<file path="config.mk">
export PLATFORM = sky130hd
export DESIGN_NAME = acc_seq
export DESIGN_NICKNAME = d
export VERILOG_FILES = /design/src/rtl/acc_seq_pkg.sv /design/src/rtl/acc_seq_addsub.sv /design/src/rtl/acc_seq.sv
export SDC_FILE = /design/constraint.sdc
export NUM_CORES = 1
export LEC_CHECK = 0
export BUFFER_PORTS_ARGS = -buffer_cell sky130_fd_sc_hd__buf_2
export CAP_MARGIN = 20
export CORE_MARGIN = 4
export CORE_UTILIZATION = 52
export DETAILED_ROUTE_END_ITERATION = 16
export PLACE_DENSITY = 0.79
export SKIP_LAST_GASP = 1
export SYNTH_ARGS = -nofsm -noshare
export SYNTH_HDL_FRONTEND = slang
export SYNTH_SLANG_ARGS = --single-unit
</file>
<file path="constraint.sdc">
create_clock -name clk -period 2.1 [get_ports clk]
set_clock_uncertainty 0.05 [all_clocks]
set_input_delay 0 -clock clk [delete_from_list [all_inputs] [get_ports clk]]
set_output_delay 0 -clock clk [all_outputs]
set_load 0.05 [all_outputs]
</file>
<file path="src/rtl/acc_seq_pkg.sv">
// Shared definitions for the operand accumulator sequencer: default sizes,
// FSM state encoding and the add/subtract opcode values.
`timescale 1ns/1ps
package acc_seq_pkg;

  localparam int ACC_WIDTH_DEF   = 4;
  localparam int ACC_MAX_OPS_DEF = 8;

  localparam logic OP_ADD = 1'b0;
  localparam logic OP_SUB = 1'b1;

  typedef enum logic [1:0] {
    ST_IDLE = 2'd0,
    ST_LOAD = 2'd1,
    ST_ACC  = 2'd2,
    ST_DONE = 2'd3
  } state_t;

endpackage

</file>
<file path="src/rtl/acc_seq_addsub.sv">
// Combinational WIDTH-bit add/subtract. The extra top bit of res is the
// carry on add, or the borrow on subtract (set exactly when a < b).
`timescale 1ns/1ps
module addsub_core
  import acc_seq_pkg::*;
#(
  parameter int WIDTH = ACC_WIDTH_DEF
) (
  input  logic [WIDTH-1:0] a,
  input  logic [WIDTH-1:0] b,
  input  logic             op,
  output logic [WIDTH:0]   res
);

  // Zero-extend both operands so the top bit captures carry/borrow.
  always_comb begin
    if (op == OP_SUB) begin
      res = {1'b0, a} - {1'b0, b};
    end else begin
      res = {1'b0, a} + {1'b0, b};
    end
  end

endmodule

</file>
<file path="src/rtl/acc_seq.sv">
// Operand accumulator sequencer: after start, accepts a stream of operand
// beats, folds them into a running sum/difference with a sticky carry/borrow
// flag, and presents the result until the consumer takes it.
`timescale 1ns/1ps
module acc_seq
  import acc_seq_pkg::*;
#(
  parameter int WIDTH   = ACC_WIDTH_DEF,
  parameter int MAX_OPS = ACC_MAX_OPS_DEF
) (
  input  logic             clk,
  input  logic             rst_n,
  input  logic             start,
  input  logic             in_valid,
  input  logic [WIDTH-1:0] in_data,
  input  logic             in_op,
  input  logic             in_last,
  output logic             in_ready,
  input  logic             out_ready,
  output logic             out_valid,
  output logic [WIDTH-1:0] out_acc,
  output logic             out_ovf,
  output logic             out_zero,
  output logic             out_sign,
  output logic [3:0]       out_count,
  output logic             busy
);

  state_t           state_reg;
  logic [WIDTH-1:0] acc_reg;
  logic             ovf_reg;
  logic [3:0]       count_reg;
  logic             in_ready_reg;
  logic             out_valid_reg;
  logic             busy_reg;

  logic [WIDTH:0]   addsub_res;
  logic [3:0]       count_inc;
  logic             ops_full;
  logic             first_is_last;

  addsub_core #(
    .WIDTH (WIDTH)
  ) u_addsub (
    .a   (acc_reg),
    .b   (in_data),
    .op  (in_op),
    .res (addsub_res)
  );

  assign count_inc     = count_reg + 4'd1;
  // The beat being accepted in ACC is the MAX_OPS-th operand.
  assign ops_full      = (count_inc == 4'(MAX_OPS));
  // A degenerate one-operand limit ends the sequence on the first beat.
  assign first_is_last = in_last || (MAX_OPS == 1);

  // Sequencer FSM; handshake flags are registered alongside the state so
  // they always agree with it.
  always_ff @(posedge clk or negedge rst_n) begin
    if (!rst_n) begin
      state_reg     <= ST_IDLE;
      acc_reg       <= '0;
      ovf_reg       <= 1'b0;
      count_reg     <= 4'd0;
      in_ready_reg  <= 1'b0;
      out_valid_reg <= 1'b0;
      busy_reg      <= 1'b0;
    end else begin
      case (state_reg)
        ST_IDLE: begin
          if (start) begin
            state_reg    <= ST_LOAD;
            in_ready_reg <= 1'b1;
            busy_reg     <= 1'b1;
          end
        end
        ST_LOAD: begin
          if (in_valid) begin
            acc_reg   <= in_data;
            ovf_reg   <= 1'b0;
            count_reg <= 4'd1;
            if (first_is_last) begin
              state_reg     <= ST_DONE;
              in_ready_reg  <= 1'b0;
              out_valid_reg <= 1'b1;
            end else begin
              state_reg <= ST_ACC;
            end
          end
        end
        ST_ACC: begin
          if (in_valid) begin
            acc_reg   <= addsub_res[WIDTH-1:0];
            ovf_reg   <= ovf_reg | addsub_res[WIDTH];
            count_reg <= count_inc;
            if (in_last || ops_full) begin
              state_reg     <= ST_DONE;
              in_ready_reg  <= 1'b0;
              out_valid_reg <= 1'b1;
            end
          end
        end
        ST_DONE: begin
          // start is deliberately not looked at here; a new sequence must
          // be requested from IDLE.
          if (out_ready) begin
            state_reg     <= ST_IDLE;
            out_valid_reg <= 1'b0;
            busy_reg      <= 1'b0;
          end
        end
        default: begin
          state_reg     <= ST_IDLE;
          in_ready_reg  <= 1'b0;
          out_valid_reg <= 1'b0;
          busy_reg      <= 1'b0;
        end
      endcase
    end
  end

  assign in_ready  = in_ready_reg;
  assign out_valid = out_valid_reg;
  assign busy      = busy_reg;
  assign out_acc   = acc_reg;
  assign out_ovf   = ovf_reg;
  assign out_count = count_reg;
  assign out_zero  = (acc_reg == '0);
  assign out_sign  = acc_reg[WIDTH-1];

endmodule

</file>
* After elaboration in Yosys (flattened, before gate mapping)
Cells that the tools add are included.
Word-level totals: bits in registers 14, input port bits 11, word-level logic and storage cells 63, output and inout bits 14
Cells by class: eq/ne operators 10, reductions and logical operators 12, $add $sub $neg 3, bitwise logic cells 1, multiplexer cells 30
Operators by type and width (count):
- $mux W4 | 4
- $pmux W4 S2 | 2
- $mux W1 | 13
- $ne A2 B2 Y1 const B | 6
- $reduce_and A6 Y1 | 2
- $mux W2 | 5
- $pmux W2 S4 | 1
- $pmux W1 S3 | 2
- $reduce_and A3 Y1 | 2
- $reduce_bool A3 Y1 | 2
- $add A4 B4 Y5 | 1
- $mux W5 | 1
- $reduce_and A5 Y1 | 1
- $sub A4 B4 Y5 | 1
- $add A4 B1 Y4 const B | 1
- $eq A2 B2 Y1 const B | 2
- $eq A4 B4 Y1 const B | 1
- $logic_not A4 Y1 | 1
- $pmux W1 S2 | 2
- $reduce_bool A2 Y1 | 2
- $eq A2 B1 Y1 const B | 1
- $logic_not A2 Y1 | 1
- $logic_or A1 B1 Y1 | 1
- $or A1 B1 Y1 | 1

* Depth between registers and ports, before layout
Gate-level depths: netlist (run 1).
depth in word-level cells 6, depth in mapped cells 9, mapped depth without buffers 9

* Cells and area by module
Synthesis (run 1) repeated with hierarchy kept, for this count alone.
Unflattened totals: cells, all modules 113, area, all modules 1081.0 µm²
By module, submodules not included:
- acc_seq | instances 1, cells each 86, area each 872.1 µm², sequential area each 350.3 µm²
- addsub_core | instances 1, cells each 27, area each 209.0 µm², sequential area each 0.0 µm²

* Least setup slack after synthesis (run 1)
No wires, ideal clock.
path type register to output, from register acc_reg[1] (netlist: out_acc[1]), to output port out_zero, arrival 2181 ps, slack -131 ps, required time 2050 ps, buffers on the path 0, stages on the path, launching flop included 2, cell sequence dfrtp_1 nor4_1
On the way: cells in the longest elaborated chain, start to end 1
Ends and longest elaborated chain:
- from (decl) | RTL line acc_seq.sv:30 | logic [WIDTH-1:0] acc_reg;
- from (signal assigned) | RTL line acc_seq.sv:79 | acc_reg <= in_data;
- from (signal assigned) | RTL line acc_seq.sv:93 | acc_reg <= addsub_res[WIDTH-1:0];
- $logic_not A4 Y1 | RTL line acc_seq.sv:128 | assign out_zero = (acc_reg == '0);
- to (decl) | RTL line acc_seq.sv:23 | output logic out_zero,
Every way passes these cells.

* Worst setup path after layout (run 1)
from register state_reg[1], to register in_ready_reg (netlist: in_ready)
On the way: cells in the longest elaborated chain, start to end 3, elaborated cells between the ends (all ways) 11, classes of those cells eq/ne: 7; mux: 1; reduce/logical: 3
Ends and longest elaborated chain:
- from (decl) | RTL line acc_seq.sv:29 | state_t state_reg;
- from (signal assigned) | RTL line acc_seq.sv:61 | state_reg <= ST_IDLE;
- from (signal assigned) | RTL line acc_seq.sv:72 | state_reg <= ST_LOAD;
- from (signal assigned) | RTL line acc_seq.sv:83 | state_reg <= ST_DONE;
- $eq A2 B1 Y1 (tied with other cells) | RTL line acc_seq.sv:69 | case (state_reg)
- $ne A2 B2 Y1 (no line) or $reduce_bool A3 Y1 (tied branches)
- $reduce_and A6 Y1 (no line)
- to (signal assigned) | RTL line acc_seq.sv:65 | in_ready_reg <= 1'b0;
- to (signal assigned) | RTL line acc_seq.sv:73 | in_ready_reg <= 1'b1;
- to (signal assigned) | RTL line acc_seq.sv:84 | in_ready_reg <= 1'b0;
- to (decl) | RTL line acc_seq.sv:33 | logic in_ready_reg;
Several ways; a longest one is shown, not always the timed one. A chain may end at the register's enable or synchronous reset.

==> impl_metrics.json, run 1 <==
{
  "outcome": "completed",
  "nets": 166,
  "vias_per_cell": 5.329,
  "gp_congestion": 0.8564,
  "grt_max_degree": 15,
  "maxCapViolCount": 0,
  "fp-row-count": 15,
  "setup_viol": 0,
  "synth_top_family_by_area": "compound AO/OA/AOI/OAI gates",
  "grt_pass1_vias": 803,
  "ys.warnings.count": 0,
  "cts-root-buf": "clkbuf_4",
  "synth_mux_area_share_pct": 5.461,
  "grt_pass1_wl_mm": 3.525,
  "cts.sinks": 14,
  "initialDrtViolationCount": 11,
  "hold_viol_final": 0,
  "synth_seq_area_share_pct": 33.98,
  "final_cell_mix": "buf_2, dfrtp_1, inv_1, nand2_1, ha_1",
  "ys_ff_latch": 14,
  "cts_made_buffers": 3,
  "coreArea_um2": 1802,
  "post-place-ws_ns": 0.2484,
  "multiInputGateArea_um2": 611.8,
  "critPathLaunchType": "register",
  "netlist_area_um2": 1031,
  "antenna_cells": 0,
  "synthDistinctLibCells": 34,
  "pwr_density_cell_nw_per_um2": 1664,
  "post_dp_cell_area_um2": 1185,
  "cp_max_fo": 6,
  "vdd_ir_drop_max_v": 0.0009445,
  "cts.htree.levels": 1,
  "fin_crit_ns": 1.787,
  "die-height_um": 52.53,
  "slew_headroom_pct": 77.61,
  "cts_tree": "built",
  "cts_buffer_depth": 2,
  "ioPinCount": 25,
  "clk_latency_ns": 0.28,
  "fmax_ghz": 0.5595,
  "drt-wirelength-per-cell_um": 12.59,
  "drive_above_1_share_pct": 25.35,
  "required_ns": 2.21,
  "worst_slack_ns": 0.3125,
  "grt-ovfl-total": 0,
  "synthAdderAreaFrac_pct": 15.29,
  "grt.total_usage_pct": 17.00,
  "min_period_over_period_pct": 85.12,
  "syn_to_final_growth_pct": 21.36,
  "power.leakage_nw": 0.6540,
  "ctsResizeCount": 0,
  "dieArea_um2": 2759,
  "power_mw": 2.082,
  "end_kind": "register",
  "n_fill_cell": 150,
  "vias": 890,
  "synth_nets": 135,
  "clkTransAtPathRegs_ns": 0.09,
  "antenna_found_initial": 0,
  "die_w_um": 52.53,
  "maxSlewViolCount": 0,
  "initial_core_util_pct": 57.22,
  "wl_mm": 2.102,
  "final_area_um2": 1251,
  "arrival_ns": 1.89,
  "synth.avg_cell_area_um2": 9.205,
  "synthSimpleGateAreaFrac_pct": 12.50,
  "crit_type": "reg2reg",
  "io_buffers": 24,
  "syn_inst": 112,
  "final_core_util_pct": 69.44,
  "final.setup.tns_ns": 0,
  "synth_xor_area_share_pct": 5.097,
  "worst_slew_pin_slew_ns": 0.3359,
  "synth-compound-area-share_pct": 20.39,
  "dp_hpwl_mm": 1.652,
  "hold_class": "in2reg",
  "dp.cells": 160,
  "final_common_cell": "buf_2",
  "ant_nets": 0,
  "post-route-drc-count": 0,
  "final-instance-count-excl-fill": 167,
  "first_pass_iters": 4,
  "rsz0062_at_grt": "false",
  "fin_hold_ws_ns": 0.03760,
  "seq_area_um2": 350.3
}
-- where the power goes --
group | internal [mW] | total (mW) | switching (mW)
Combinational | 0.488 | 1.36 | 0.870
Sequential | 0.393 | 0.530 | 0.137
Clock | 0.105 | 0.194 | 0.0886
Total | 0.986 | 2.08 | 1.10
-- cell families (layout without fill, tap and decap cells) --
kind of cell,after synthesis,after routing
AOI/OAI and AO/OA,32,32
and+or+nand+nor,26,26
buffers and inverters,17,47
DFF,14,14
adders and majority gates,12,12
xor gates and xnor gates,6,6
muxes,5,5
-- worst max-delay path, stage by stage (launching register included) --
cell	delay [ns]
dfrtp_1	0.46
inv_1	0.10
ha_1	0.25
o41a_1	0.49
o31ai_1	0.22
o41ai_1	0.10
-- synth_stat cells, drive strengths merged --
cell     n  area share [%]
dfrtp   14              34
inv     13             4.7
nand2   13             5.5
ha      11              13
o21ai    9             4.4
a21oi    7             3.4
nor2     4             1.5
xnor2    4             3.4
a21o     3             2.2
a22o     3             2.5
mux2i    3             2.9
o31ai    3             2.2
and2b    2             1.6
buf      2             1.8
clkbuf   2            0.73
mux2     2             2.5
nand3    2            0.97
nor3     2            0.97
nor3b    2             1.5
xor2     2             1.7
a211o    1            0.85
a221oi   1            0.85
a22oi    1            0.73
a31oi    1            0.61
fa       1             1.9
nor4     1            0.61
o21a     1            0.73
o41a     1             1.1
o41ai    1            0.85
-- cell type report --
| type | count | area share (%) |
|---|---|---|
| clock buffer | 4 | 2.900 |
| inverter | 13 | 3.900 |
| multi-input combinational | 81 | 48.90 |
| sequential | 14 | 28.00 |
| tap | 25 | 2.500 |
| timing repair buffer | 30 | 13.80 |
-- final timing paths --
kind / depth (start not counted) / slack (ns) / to / startpoint
setup / recovery: 5 / 0.31 / in_ready / state_reg[1]
hold / removal: 3 / 0.04 / out_acc[0] / in_data[0]
setup reg to reg: 5 / 0.31 / in_ready / state_reg[1]
hold reg to reg: 2 / 0.45 / in_ready / in_ready
max in group asynchronous: 2 / 1.65 / out_count[0] / rst_n
min in group asynchronous: 2 / 0.10 / out_count[3] / rst_n
-- metal layers --
layer	up-vias	global-route usage [%]	share of wire [%]
met4	0	5.532	0.95
met3	4	3.989	3.8
met5	-	0	0
li1	458	-	-
met2	18	24.79	45
met1	410	24.47	50
-- repair_timing --
action	CTS	global route
hold endpoints to repair	16	0
hold buffers	3	0
buffers inserted	0	0
(Power assumes the default switching activity.)
==> run 2: changes to the inputs <==
--- a/config.mk
+++ b/config.mk
@@ -16,2 +16,3 @@
 export SYNTH_HDL_FRONTEND = slang
 export SYNTH_SLANG_ARGS = --single-unit
+export TNS_END_PERCENT = 10
==> constraint.sdc (replaced) <==
create_clock -name clk -period 2.1 [get_ports clk]
set_clock_uncertainty 0.05 [all_clocks]
set_input_delay 0.315 -clock clk [delete_from_list [all_inputs] [get_ports clk]]
set_output_delay 0.315 -clock clk [all_outputs]
set_load 0.05 [all_outputs]
==> impl_metrics.json, run 2 (synthesis results as in run 1) <==
{
  "critPathLaunchType": "input pin",
  "die_w_um": 52.53,
  "end_kind": "register",
  "cts_tree": "built",
  "ant_nets": 0,
  "vias_per_cell": 5.297,
  "grt_max_degree": 15,
  "clk_latency_ns": 0.28,
  "max_stage_delay_ns": 0.44,
  "drt-wirelength-per-cell_um": 13.16,
  "cts.sinks": 14,
  "required_ns": 2.23,
  "grt.total_usage_pct": 18.46,
  "fin_crit_ns": 1.823,
  "ctsResizeCount": 0,
  "drive_above_1_share_pct": 25.71,
  "outcome": "completed",
  "cpLargestDelayFamily": "adder cells",
  "arrival_ns": 1.95,
  "power.leakage_nw": 0.6460,
  "initial_core_util_pct": 57.22,
  "vdd_ir_drop_max_v": 0.0009924,
  "pwr_density_cell_nw_per_um2": 1690,
  "final_core_util_pct": 68.33,
  "grt-ovfl-total": 0,
  "final_common_cell": "buf_2",
  "n_fill_cell": 161,
  "post-place-ws_ns": 0.01003,
  "antenna_found_initial": 0,
  "grt_pass1_wl_mm": 3.781,
  "fp-row-count": 15,
  "final_cell_mix": "buf_2, dfrtp_1, inv_1, nand2_1, ha_1",
  "io_buffers": 24,
  "crit_chain": "buf_2, inv_1, ha_1, mux2_2, fa_1, inv_1, a21o_1, a21oi_1, xnor2_1, a21oi_1",
  "wl_mm": 2.172,
  "antenna_cells": 0,
  "postCtsSetupBuffers": 0,
  "hold_class": "in2reg",
  "syn_to_final_growth_pct": 19.42,
  "cp_max_fo": 3,
  "post-route-drc-count": 0,
  "crit_buf_inv": 3,
  "dp_hpwl_mm": 1.662,
  "die-height_um": 52.53,
  "fmax_ghz": 0.5486,
  "slew_headroom_pct": 77.56,
  "vias": 874,
  "cts_made_buffers": 3,
  "clkTransAtPathRegs_ns": 0.10,
  "min_period_over_period_pct": 86.81,
  "final-instance-count-excl-fill": 165,
  "maxSlewViolCount": 0,
  "ioPinCount": 25,
  "worst_slew_pin_slew_ns": 0.3366,
  "grt_pass1_vias": 870,
  "cts-root-buf": "clkbuf_4",
  "rsz0062_at_grt": "false",
  "gp_congestion": 0.8477,
  "hold_viol_final": 0,
  "final.setup.tns_ns": 0,
  "cts.htree.levels": 1,
  "maxCapViolCount": 0,
  "cts_buffer_depth": 2,
  "coreArea_um2": 1802,
  "worst_slack_ns": 0.2770,
  "first_pass_iters": 4,
  "power_mw": 2.081,
  "initialDrtViolationCount": 12,
  "crit_type": "in2reg",
  "dp.cells": 160,
  "setup_viol": 0,
  "slowest_stage": "fa_1",
  "dieArea_um2": 2759,
  "nets": 164
}
-- run 2: changes by cell type in the layout (fill, tap and decap cells not counted) --
cell           change
dlygate4sd3_1      -2
-- run 2: stage by stage --
step	cell area [um2]	hold slack, ns
floorplan	1037	-0.03059
global placement	1185	0.1767
detailed placement	1185	0.1847
CTS	1231	0.2776
global route	1231	0.2925
finish	1231	0.2845
-- run 2: worst reg2reg max path, stage by stage, from the launching register on --
cell and delay (ns):
dfrtp_1 0.46, inv_1 0.10, ha_1 0.26, o41a_1 0.49
o31ai_1 0.22, o41ai_1 0.11
-- run 2: path summary, 6_finish.rpt --
| kind | start | to | slack (ns) | depth (start not counted) |
|---|---|---|---|---|
| max reg2reg | state_reg[1] | in_ready | 0.30 | 5 |
| min | start | busy | 0.28 | 3 |
| max | in_data[1] | out_ovf | 0.28 | 10 |
| max in group asynchronous | rst_n | out_valid | 1.34 | 2 |
| min reg2reg | in_ready | in_ready | 0.45 | 2 |
| min in group asynchronous | rst_n | out_acc[1] | 0.40 | 2 |
-- run 2: where the power goes --
group	leakage (nW)	internal (mW)	total (mW)	switching, mW
logic	0.458	0.480	1.35	0.871
clock network	0.0210	0.105	0.201	0.0952
registers	0.167	0.393	0.529	0.136
total	0.646	0.978	2.08	1.10
-- run 2: routing by layer --
metal  vias up  global-route usage (%)  wire length (um)
li1        450                       -                 -
met1       405                   25.57              1107
met2        19                   28.51               976
met3         0                   5.413                88
met4         0                   3.404                 0
met5         -                       0                 0
-- run 2: cell type report --
| cell class | count | area, um2 | area share, % |
|---|---|---|---|
| Sequential cell | 14 | 350.3 | 28.46 |
| Clock buffer | 4 | 36.28 | 2.947 |
| Timing Repair Buffer | 28 | 152.6 | 12.40 |
| Multi-Input combinational cell | 81 | 611.8 | 49.70 |
| Tap cell | 25 | 31.28 | 2.541 |
| Inverter | 13 | 48.80 | 3.963 |
-- run 2: repair_timing --
item / CTS / global route
hold buffers: 1 / 0
hold endpoints to repair: 14 / 0
endpoints found under the setup margin: 0 / 0
